### src/rtl/hazard_pkg.sv
// Shared constants and the scoreboard entry type for the hazard controller.
package hazard_pkg;

   localparam int REG_ADDR_W_DEF = 5;
   // Entries store rd at this width so any REG_ADDR_W up to 8 fits unchanged
   localparam int RD_MAX_W       = 8;
   localparam int LOAD_LAT_MAX   = 4;

   localparam logic [RD_MAX_W-1:0] ZERO_REG = '0;

   typedef struct packed {
      logic                valid;
      logic [RD_MAX_W-1:0] rd;
   } sb_entry_t;

endpackage

### src/rtl/load_scoreboard.sv
// Shift register of in-flight loads; entry 0 is the load now in EX.
// hit_o flags a read of a live, non-zero load destination.
module load_scoreboard
   import hazard_pkg::*;
#(
   parameter int REG_ADDR_W = REG_ADDR_W_DEF,
   parameter int DEPTH      = 1
) (
   input  logic                  clk_i,
   input  logic                  rst_i,
   input  logic                  shift_en_i,
   input  logic                  push_valid_i,
   input  logic [REG_ADDR_W-1:0] push_rd_i,
   input  logic [REG_ADDR_W-1:0] rs_i,
   input  logic [REG_ADDR_W-1:0] rt_i,
   input  logic                  rs_used_i,
   input  logic                  rt_used_i,
   output logic                  hit_o
);

   sb_entry_t           r_sb [DEPTH];
   logic [DEPTH-1:0]    w_hit;
   logic [RD_MAX_W-1:0] w_push_rd;
   logic [RD_MAX_W-1:0] w_rs;
   logic [RD_MAX_W-1:0] w_rt;

   assign w_push_rd = RD_MAX_W'(push_rd_i);
   assign w_rs      = RD_MAX_W'(rs_i);
   assign w_rt      = RD_MAX_W'(rt_i);

   genvar gi;
   generate
      for (gi = 0; gi < DEPTH; gi++) begin : g_entry
         if (gi == 0) begin : g_head
            // Entry 0 takes the load leaving ID, or a bubble
            always_ff @(posedge clk_i) begin
               if (rst_i) begin
                  r_sb[0] <= '0;
               end else if (shift_en_i) begin
                  r_sb[0].valid <= push_valid_i;
                  r_sb[0].rd    <= w_push_rd;
               end
            end
         end else begin : g_tail
            // Older entries age by one stage; the last one falls off
            always_ff @(posedge clk_i) begin
               if (rst_i) begin
                  r_sb[gi] <= '0;
               end else if (shift_en_i) begin
                  r_sb[gi] <= r_sb[gi-1];
               end
            end
         end

         assign w_hit[gi] = r_sb[gi].valid && (r_sb[gi].rd != ZERO_REG) &&
                            ((rs_used_i && (r_sb[gi].rd == w_rs)) ||
                             (rt_used_i && (r_sb[gi].rd == w_rt)));
      end
   endgenerate

   assign hit_o = |w_hit;

endmodule

### src/rtl/hazard_ctrl_mc.sv
// Hazard/stall controller: arbitrates dmem freeze, taken-branch flush and
// load-use stalls, and keeps saturating stall counters.
module hazard_ctrl_mc
   import hazard_pkg::*;
#(
   parameter int REG_ADDR_W = REG_ADDR_W_DEF,
   parameter int LOAD_LAT   = 1,
   parameter int CNT_W      = 16
) (
   input  logic                  clk_i,
   input  logic                  rst_i,
   input  logic                  id_valid_i,
   input  logic [REG_ADDR_W-1:0] id_rs_i,
   input  logic [REG_ADDR_W-1:0] id_rt_i,
   input  logic                  id_rs_used_i,
   input  logic                  id_rt_used_i,
   input  logic                  id_mem_read_i,
   input  logic [REG_ADDR_W-1:0] id_rd_i,
   input  logic                  ex_branch_taken_i,
   input  logic                  dmem_busy_i,
   input  logic                  cnt_clr_i,
   output logic                  pc_write_o,
   output logic                  if_id_write_o,
   output logic                  bubble_o,
   output logic                  flush_o,
   output logic [CNT_W-1:0]      lu_stall_cnt_o,
   output logic [CNT_W-1:0]      mem_stall_cnt_o
);

   logic             w_sb_hit;
   logic             w_lu_hazard;
   logic             w_shift_en;
   logic             w_push_valid;
   logic             w_lu_inc;
   logic             w_pc_write;
   logic             w_if_id_write;
   logic             w_bubble;
   logic             w_flush;
   logic [CNT_W-1:0] r_lu_cnt;
   logic [CNT_W-1:0] r_mem_cnt;

   // A freeze holds the scoreboard so frozen cycles do not age a load
   assign w_shift_en   = ~dmem_busy_i;
   assign w_lu_hazard  = id_valid_i & w_sb_hit;
   // Only a load that actually advances out of ID is tracked
   assign w_push_valid = id_valid_i & id_mem_read_i & ~dmem_busy_i &
                         ~ex_branch_taken_i & ~w_lu_hazard;
   assign w_lu_inc     = ~dmem_busy_i & ~ex_branch_taken_i & w_lu_hazard;

   load_scoreboard #(
      .REG_ADDR_W (REG_ADDR_W),
      .DEPTH      (LOAD_LAT)
   ) u_sb (
      .clk_i        (clk_i),
      .rst_i        (rst_i),
      .shift_en_i   (w_shift_en),
      .push_valid_i (w_push_valid),
      .push_rd_i    (id_rd_i),
      .rs_i         (id_rs_i),
      .rt_i         (id_rt_i),
      .rs_used_i    (id_rs_used_i),
      .rt_used_i    (id_rt_used_i),
      .hit_o        (w_sb_hit)
   );

   // Priority: reset, freeze, branch flush, load-use stall, normal advance
   always_comb begin
      w_pc_write    = 1'b1;
      w_if_id_write = 1'b1;
      w_bubble      = 1'b0;
      w_flush       = 1'b0;
      if (rst_i) begin
         w_pc_write    = 1'b0;
         w_if_id_write = 1'b0;
         w_bubble      = 1'b1;
      end else if (dmem_busy_i) begin
         w_pc_write    = 1'b0;
         w_if_id_write = 1'b0;
      end else if (ex_branch_taken_i) begin
         w_bubble      = 1'b1;
         w_flush       = 1'b1;
      end else if (w_lu_hazard) begin
         w_pc_write    = 1'b0;
         w_if_id_write = 1'b0;
         w_bubble      = 1'b1;
      end
   end

   assign pc_write_o    = w_pc_write;
   assign if_id_write_o = w_if_id_write;
   assign bubble_o      = w_bubble;
   assign flush_o       = w_flush;

   // Load-use bubble counter, saturating; clear beats increment
   always_ff @(posedge clk_i) begin
      if (rst_i || cnt_clr_i) begin
         r_lu_cnt <= '0;
      end else if (w_lu_inc && !(&r_lu_cnt)) begin
         r_lu_cnt <= r_lu_cnt + 1'b1;
      end
   end

   // Data-memory freeze counter, saturating; clear beats increment
   always_ff @(posedge clk_i) begin
      if (rst_i || cnt_clr_i) begin
         r_mem_cnt <= '0;
      end else if (dmem_busy_i && !(&r_mem_cnt)) begin
         r_mem_cnt <= r_mem_cnt + 1'b1;
      end
   end

   assign lu_stall_cnt_o  = r_lu_cnt;
   assign mem_stall_cnt_o = r_mem_cnt;

endmodule

### config.mk
export PLATFORM = sky130hd
export DESIGN_NAME = hazard_ctrl_mc
export DESIGN_NICKNAME = d
export VERILOG_FILES = /design/src/rtl/hazard_pkg.sv /design/src/rtl/load_scoreboard.sv /design/src/rtl/hazard_ctrl_mc.sv
export SDC_FILE = /design/constraint.sdc
export NUM_CORES = 1
export LEC_CHECK = 0
export CORE_MARGIN = 4
export CORE_UTILIZATION = 44
export CTS_BUF_LIST = sky130_fd_sc_hd__clkbuf_2
export CTS_CLUSTER_SIZE = 8
export DETAILED_ROUTE_END_ITERATION = 6
export PLACE_DENSITY = 0.85
export SYNTH_ARGS = -nofsm -noshare
export SYNTH_HDL_FRONTEND = slang
export SYNTH_HIERARCHICAL = 1
export SYNTH_SLANG_ARGS = --single-unit
### constraint.sdc
create_clock -name clk_i -period 2.55 [get_ports clk_i]
set_input_delay 0.51 -clock clk_i [delete_from_list [all_inputs] [get_ports clk_i]]
set_output_delay 0.51 -clock clk_i [all_outputs]
set_load 0.01 [all_outputs]
## Word level (Yosys, flattened, before mapping)

Memories as Yosys holds them, arrays and structs flattened.
Index checks and enable logic that the tools add are counted.

| word-level totals | value |
|---|---|
| bits in registers | 32 |
| memory bits (writable) | 6 |
| input port bits | 24 |
| output and inout bits | 36 |
| logic and storage cells | 49 |
| memories | 1 |

| cells by class | value |
|---|---|
| add/subtract/negate cells | 2 |
| equal/unequal tests | 2 |
| muxes and demuxes | 18 |
| bitwise gates (word level) | 10 |
| reductions and logical operators | 14 |

Memory list:

| memory | depth | bits a word | rd ports | clocked after memory_dff | write ports | RTL line | text |
|---|---|---|---|---|---|---|---|
| u_sb.r_sb | 1 | 6 | 1 | 0 | 2 | load_scoreboard.sv:21 | `sb_entry_t r_sb [DEPTH];` |

Operators by type and width:

| cell | count |
|---|---|
| $add A16 B1 Y16 const B | 2 |
| $reduce_and A16 Y1 | 2 |
| $eq A8 B5 Y1 | 2 |
| $mux W1 | 16 |
| $reduce_bool A8 Y1 | 1 |
| $and A1 B1 Y1 | 7 |
| $logic_and A1 B1 Y1 | 6 |
| $mux W6 | 1 |
| $reduce_or A6 Y1 | 1 |
| $not A1 Y1 | 3 |
| $logic_not A1 Y1 | 2 |
| $logic_or A1 B1 Y1 | 2 |
| $mux W2 | 1 |

## Longest topological paths before layout

An unclocked memory read counts as a cell.

| depth | value |
|---|---|
| depth in word-level cells | 10 |
| depth in mapped cells | 9 |
| mapped depth without buffers | 8 |

## Hierarchy

The synthesis kept the hierarchy.

By module, submodules not included:

| module | instances | cells each | area an instance (µm²) | seq. area each (µm²) |
|---|---|---|---|---|
| hazard_ctrl_mc | 1 | 205 | 1689.1 | 640.6 |
| load_scoreboard | 1 | 31 | 357.8 | 180.2 |

## Worst setup path before layout

OpenSTA, ideal clock, no wires.

| path | value |
|---|---|
| path type | input to register |
| from | input port id_rs_i[2] |
| to | register r_lu_cnt[14], in the netlist lu_stall_cnt_o[14] |
| setup time | 0.070 ns |
| arrival | 2.447 ns |
| required time | 2.480 ns |
| slack | 0.033 ns |
| cell stages on the path | 9 |
| path buffers | 1 |
| path through | xor2_1 -> nor4_1 -> nand3_1 -> a21oi_1 -> nand4bb_1 -> or3_1 -> buf_2 -> or4_1 -> a21oi_1 |

| between the ends | value |
|---|---|
| longest elaborated chain between the ends | 7 |

RTL lines:

| what | RTL line | text |
|---|---|---|
| start, declared | hazard_ctrl_mc.sv:13 | `input logic [REG_ADDR_W-1:0] id_rs_i,` |
| $eq A8 B5 Y1 | load_scoreboard.sv:56 | `((rs_used_i && (r_sb[gi].rd == w_rs)) \|\|` |
| $logic_and A1 B1 Y1 | load_scoreboard.sv:56 |  |
| $logic_or A1 B1 Y1 | load_scoreboard.sv:56 |  |
| $logic_and A1 B1 Y1 | load_scoreboard.sv:55 | `assign w_hit[gi] = r_sb[gi].valid && (r_sb[gi].rd != ZERO_REG) &&` |
| named net w_sb_hit | hazard_ctrl_mc.sv:30 | `logic w_sb_hit;` |
| $and A1 B1 Y1 | hazard_ctrl_mc.sv:44 | `assign w_lu_hazard = id_valid_i & w_sb_hit;` |
| $and A1 B1 Y1 | hazard_ctrl_mc.sv:48 | `assign w_lu_inc = ~dmem_busy_i & ~ex_branch_taken_i & w_lu_hazard;` |
| $logic_and A1 B1 Y1 | hazard_ctrl_mc.sv:98 | `end else if (w_lu_inc && !(&r_lu_cnt)) begin` |
| end signal, assigned | hazard_ctrl_mc.sv:99 | `r_lu_cnt <= r_lu_cnt + 1'b1;` |
| end, declared | hazard_ctrl_mc.sv:39 | `logic [CNT_W-1:0] r_lu_cnt;` |

The timed path passes the listed nets, and every way through them passes these cells.
A chain may end at the register's enable or synchronous reset.

## Worst setup path in the final report

| path | value |
|---|---|
| from | memory u_sb/r_sb[0][4] in the netlist's numbering |
| to | output port if_id_write_o |

| between the ends | value |
|---|---|
| longest elaborated chain between the ends | 10 |
| elaborated cells between the ends (all ways) | 14 |
| classes of those cells | eq/ne: 2; mux: 4; bitwise: 1; reduce/logical: 6; memory: 1 |

RTL lines:

| what | RTL line | text |
|---|---|---|
| start, declared | load_scoreboard.sv:21 |  |
| $mem_v2 Z1 W6 (*) | -- |  |
| $eq A8 B5 Y1, on equally long branches | load_scoreboard.sv:56, load_scoreboard.sv:57 |  |
| $logic_and A1 B1 Y1, on equally long branches | load_scoreboard.sv:56, load_scoreboard.sv:57 |  |
| $logic_or A1 B1 Y1 | load_scoreboard.sv:56 |  |
| $logic_and A1 B1 Y1 (*) | load_scoreboard.sv:55 |  |
| named net w_sb_hit | hazard_ctrl_mc.sv:30 |  |
| $and A1 B1 Y1 (*) | hazard_ctrl_mc.sv:44 |  |
| $mux W1 (*) | hazard_ctrl_mc.sv:82 | `end else if (w_lu_hazard) begin` |
| $mux W1 (*) | hazard_ctrl_mc.sv:79 | `end else if (ex_branch_taken_i) begin` |
| $mux W1 (*) | hazard_ctrl_mc.sv:76 | `end else if (dmem_busy_i) begin` |
| $mux W1 (*) | hazard_ctrl_mc.sv:72 | `if (rst_i) begin` |
| end, declared | hazard_ctrl_mc.sv:23 | `output logic if_id_write_o,` |

Mark *: on every way through the listed nets, which the timed path passes. The rest lies on a longest branch.

==> reports/qor.log <==
INFO  timing         finalWorstSetupSlack=-267.7ps
INFO  global_route   met2_usage=32.28%
INFO  yosys          synth.ff_latch_count=38
INFO  route          post_drt_via_cell_ratio=6.157
INFO  die            area_enclosed_by_the_die_boundary=0.005807sqmm
INFO  route          drt-pass1-iter-count=4
INFO  yosys          netlist_area=0.002047sqmm
INFO  global_route   routing_usage_on_met1=22.94%
INFO  die            dieHeight=76.21um
INFO  cells_and_area diode_insertion_count_for_antenna_repair=0
INFO  route          routed_wirelength=6145um
INFO  global_route   track_usage=18.93%
INFO  die            row_count=24
INFO  cells_and_area layout_filler_cell_count=328
INFO  critical_path  rrSetupSlack=-270ps
INFO  placement      globalplace.congestion=0.8388
INFO  clock_network  cts_tree=done
INFO  route          wire_per_inst=16.61um
INFO  cells_and_area drive_gt1_share=21.07%
INFO  power_and_ir_drop power.density_cell_area=331.9mW/mm^2
INFO  timing         hold_viol=0
INFO  clock_network  cts_inserted_buffers=5
INFO  yosys          syn-instance-count=236
INFO  yosys          yosysUniqueCellTypes=41
INFO  global_route   grt_antenna_before_repair=0
INFO  power_and_ir_drop worst_vdd_drop=0.0002130V
INFO  timing         fin_crit=2818ps
INFO  placement      hpwl_reported_at_the_end_of_detailed_placement=4095um
INFO  cells_and_area multi_input_area=0.001350sqmm
INFO  global_route   top_usage_layer_grt=met2
INFO  cells_and_area finalCoreUtilization=70.32%
INFO  global_route   first_global_vias=2079
INFO  critical_path  worstPathMaxFanout=2
INFO  flow_run       maxcap_viol_count=0
INFO  die            fp.coreArea=0.004414sqmm
INFO  route          detail_route.drc_violations=0
INFO  die            initial_util=46.37%
INFO  timing         tightestPinTransition=1049ps
INFO  status         failed_checks=setup timing
INFO  global_route   met3_usage=5.674%
INFO  yosys          cell_with_the_most_instances_after_synthesis=dfxtp_1
INFO  critical_path  worstPathRequired=2040ps
INFO  timing         layout_worst_path_cycle_share=110.5%
INFO  clock_network  cts_root_buffer=clkbuf_2
INFO  critical_path  crit_arrival=2310ps
INFO  placement      place_ws=-615.2ps
INFO  yosys          yosys-top-cells-area=dfxtp_1, edfxtp_1, a21oi_1, nand3_1, or4_1
INFO  cells_and_area finish.net_count=343
INFO  yosys          syn_avg_cell_area=8.674squm
INFO  timing         setup_viol=16
INFO  clock_network  worstSkewPairLatency=400ps
INFO  timing         whs=535.5ps
INFO  critical_path  sort_of_element_at_the_start_of_the_critical_path=flop
INFO  yosys          synth_edf_count=6
INFO  yosys          synth_top_cell_by_area=dfxtp_1
INFO  critical_path  timing_worst_setup_path_type=flop to output port
INFO  status         outcome=finished, violations left
INFO  die            ios=60
INFO  yosys          netlist.area_leader.share=31.30%
INFO  power_and_ir_drop p_leak=0.9882nW
INFO  cells_and_area regArea=820.8squm
INFO  global_route   grt_pass1_wl=9335um
INFO  clock_network  cts_hold_buffers=0
INFO  placement      port-buffer-count=59
INFO  clock_network  htree_levels=2
INFO  worst_hold_path hold_path.class=flop to flop
INFO  yosys          proportion_of_register_bits_with_asynchronous_set_or_reset_after_synthesis=0%
INFO  global_route   grt_max_degree=21
INFO  yosys          synth-main-ff-cell=dfxtp_1
INFO  global_route   globalRouteOverflowTotal=0
INFO  timing         max_slew_margin=29.52%
INFO  clock_network  clk_transition_reported_paths=220ps
INFO  clock_network  max-clock-path-buffers=2
INFO  timing         rsz_0062_raised_after_global_routing=yes
INFO  critical_path  worst_setup_path_end_kind=output port
INFO  cells_and_area area_growth_from_synthesis_to_layout=51.65%
INFO  route          detailedRoute.firstIterationViolations=135
INFO  yosys          synth_nets=262
INFO  die            dieWidth=76.21um
INFO  route          final_antenna_net_count=0
INFO  yosys          synth.yosys.seq_area_share=40.10%
INFO  route          routed-via-count=2278
INFO  clock_network  cts_sinks=38
INFO  timing         achievable-frequency=354.9MHz
INFO  timing         finalMaxSlewViolations=0
INFO  yosys          synth_commonest_cells=dfxtp_1, a21oi_1, nand3_1
INFO  yosys          yosysWarnings=6
INFO  timing         final.setup_skew=27.99ps
## metal layers
metal | vias to the layer above | wire (um)
met1 | 1081 | 2556
met4 | 0 | 134
met5 | - | 0
met2 | 98 | 3044
li1 | 1085 | -
met3 | 14 | 409
## cell type report
cell class / instances / share of cell area, %
Clock buffer: 5 / 0.8061
Tap cell: 52 / 2.096
Timing Repair Buffer: 82 / 25.68
Multi-Input combinational cell: 182 / 43.49
Inverter: 8 / 0.9674
Sequential cell: 38 / 26.44
Clock inverter: 3 / 0.5240
## what timing repair did
action                                  in CTS  in global routing
pin swaps                                   21                 13
resized for setup                           29                 30
endpoints found under the setup margin      14                 19
setup buffers                                8                  3
## registers in the layout (all words and copies together) (netlist names)
register,flops
mem_stall_cnt_o,16
u_sb/r_sb,6
lu_stall_cnt_o,16
## cells in the final DEF (no fill, tap or decap), drive strengths merged, types with 4 or more instances in the layout
master,synthesis,layout
nand3,20,20
nand2,9,9
o31ai,10,10
and2,7,7
buf,5,26
edfxtp,6,6
clkdlybuf4s50,0,56
and3,4,4
or3,12,12
or4,11,11
clkbuf,3,5
dfxtp,32,32
nor3,5,5
a31oi,5,5
nor2,6,6
inv,8,9
o21ai,16,16
and4,7,7
a21oi,25,25
nor4,6,6
nand4,9,9
xor2,8,8
## stage by stage
step	TNS, ps	total power, W	instance area [sq um]	instances
floorplan	0	0.0006794	2047	236
global placement	-7260	0.0007443	2763	352
detailed placement	-8004	0.0007475	2763	352
CTS	-2288	0.001014	2943	368
global route	-4536	0.001070	3104	370
finish	-2326	0.001030	3104	370
## critical path, stage by stage (launching register included)
cell and delay, ps:
edfxtp_1 470, or4_4 530, o21ai_2 150, a21oi_2 60
buf_4 140, buf_6 110, a311oi_2 250, buf_2 190
## kinds of logic after synthesis
kind of cell               share of synthesized area (%)
and+or+nand+nor                                    31.48
AOI/OAI and AO/OA                                  19.62
DFF                                                40.10
buffers and inverters                              3.300
xor gates and xnor gates                           4.279
adders and majority gates                          1.222
## path summary, 6_finish.rpt
path,start,to,cells past startpoint
hold / removal,mem_stall_cnt_o[5]$_SDFFE_PP0P_,mem_stall_cnt_o[5]$_SDFFE_PP0P_,2
setup reg to reg,u_sb/r_sb[0][1]$_SDFFCE_PN0P_,lu_stall_cnt_o[8]$_SDFFE_PP0P_,12
setup / recovery,u_sb/r_sb[0][4]$_SDFFCE_PN0P_,if_id_write_o,7
hold reg to reg,mem_stall_cnt_o[5]$_SDFFE_PP0P_,mem_stall_cnt_o[5]$_SDFFE_PP0P_,2
## where the power goes
group	total, W	internal (W)	leakage, nW	switching (W)
Sequential	0.000627	0.000619	0.323	0.00000836
Combinational	0.000124	0.0000713	0.636	0.0000531
Clock	0.000279	0.0000635	0.0291	0.000215
Total	0.00103	0.000754	0.988	0.000277
No activity file was read; power rests on OpenSTA's default activity.
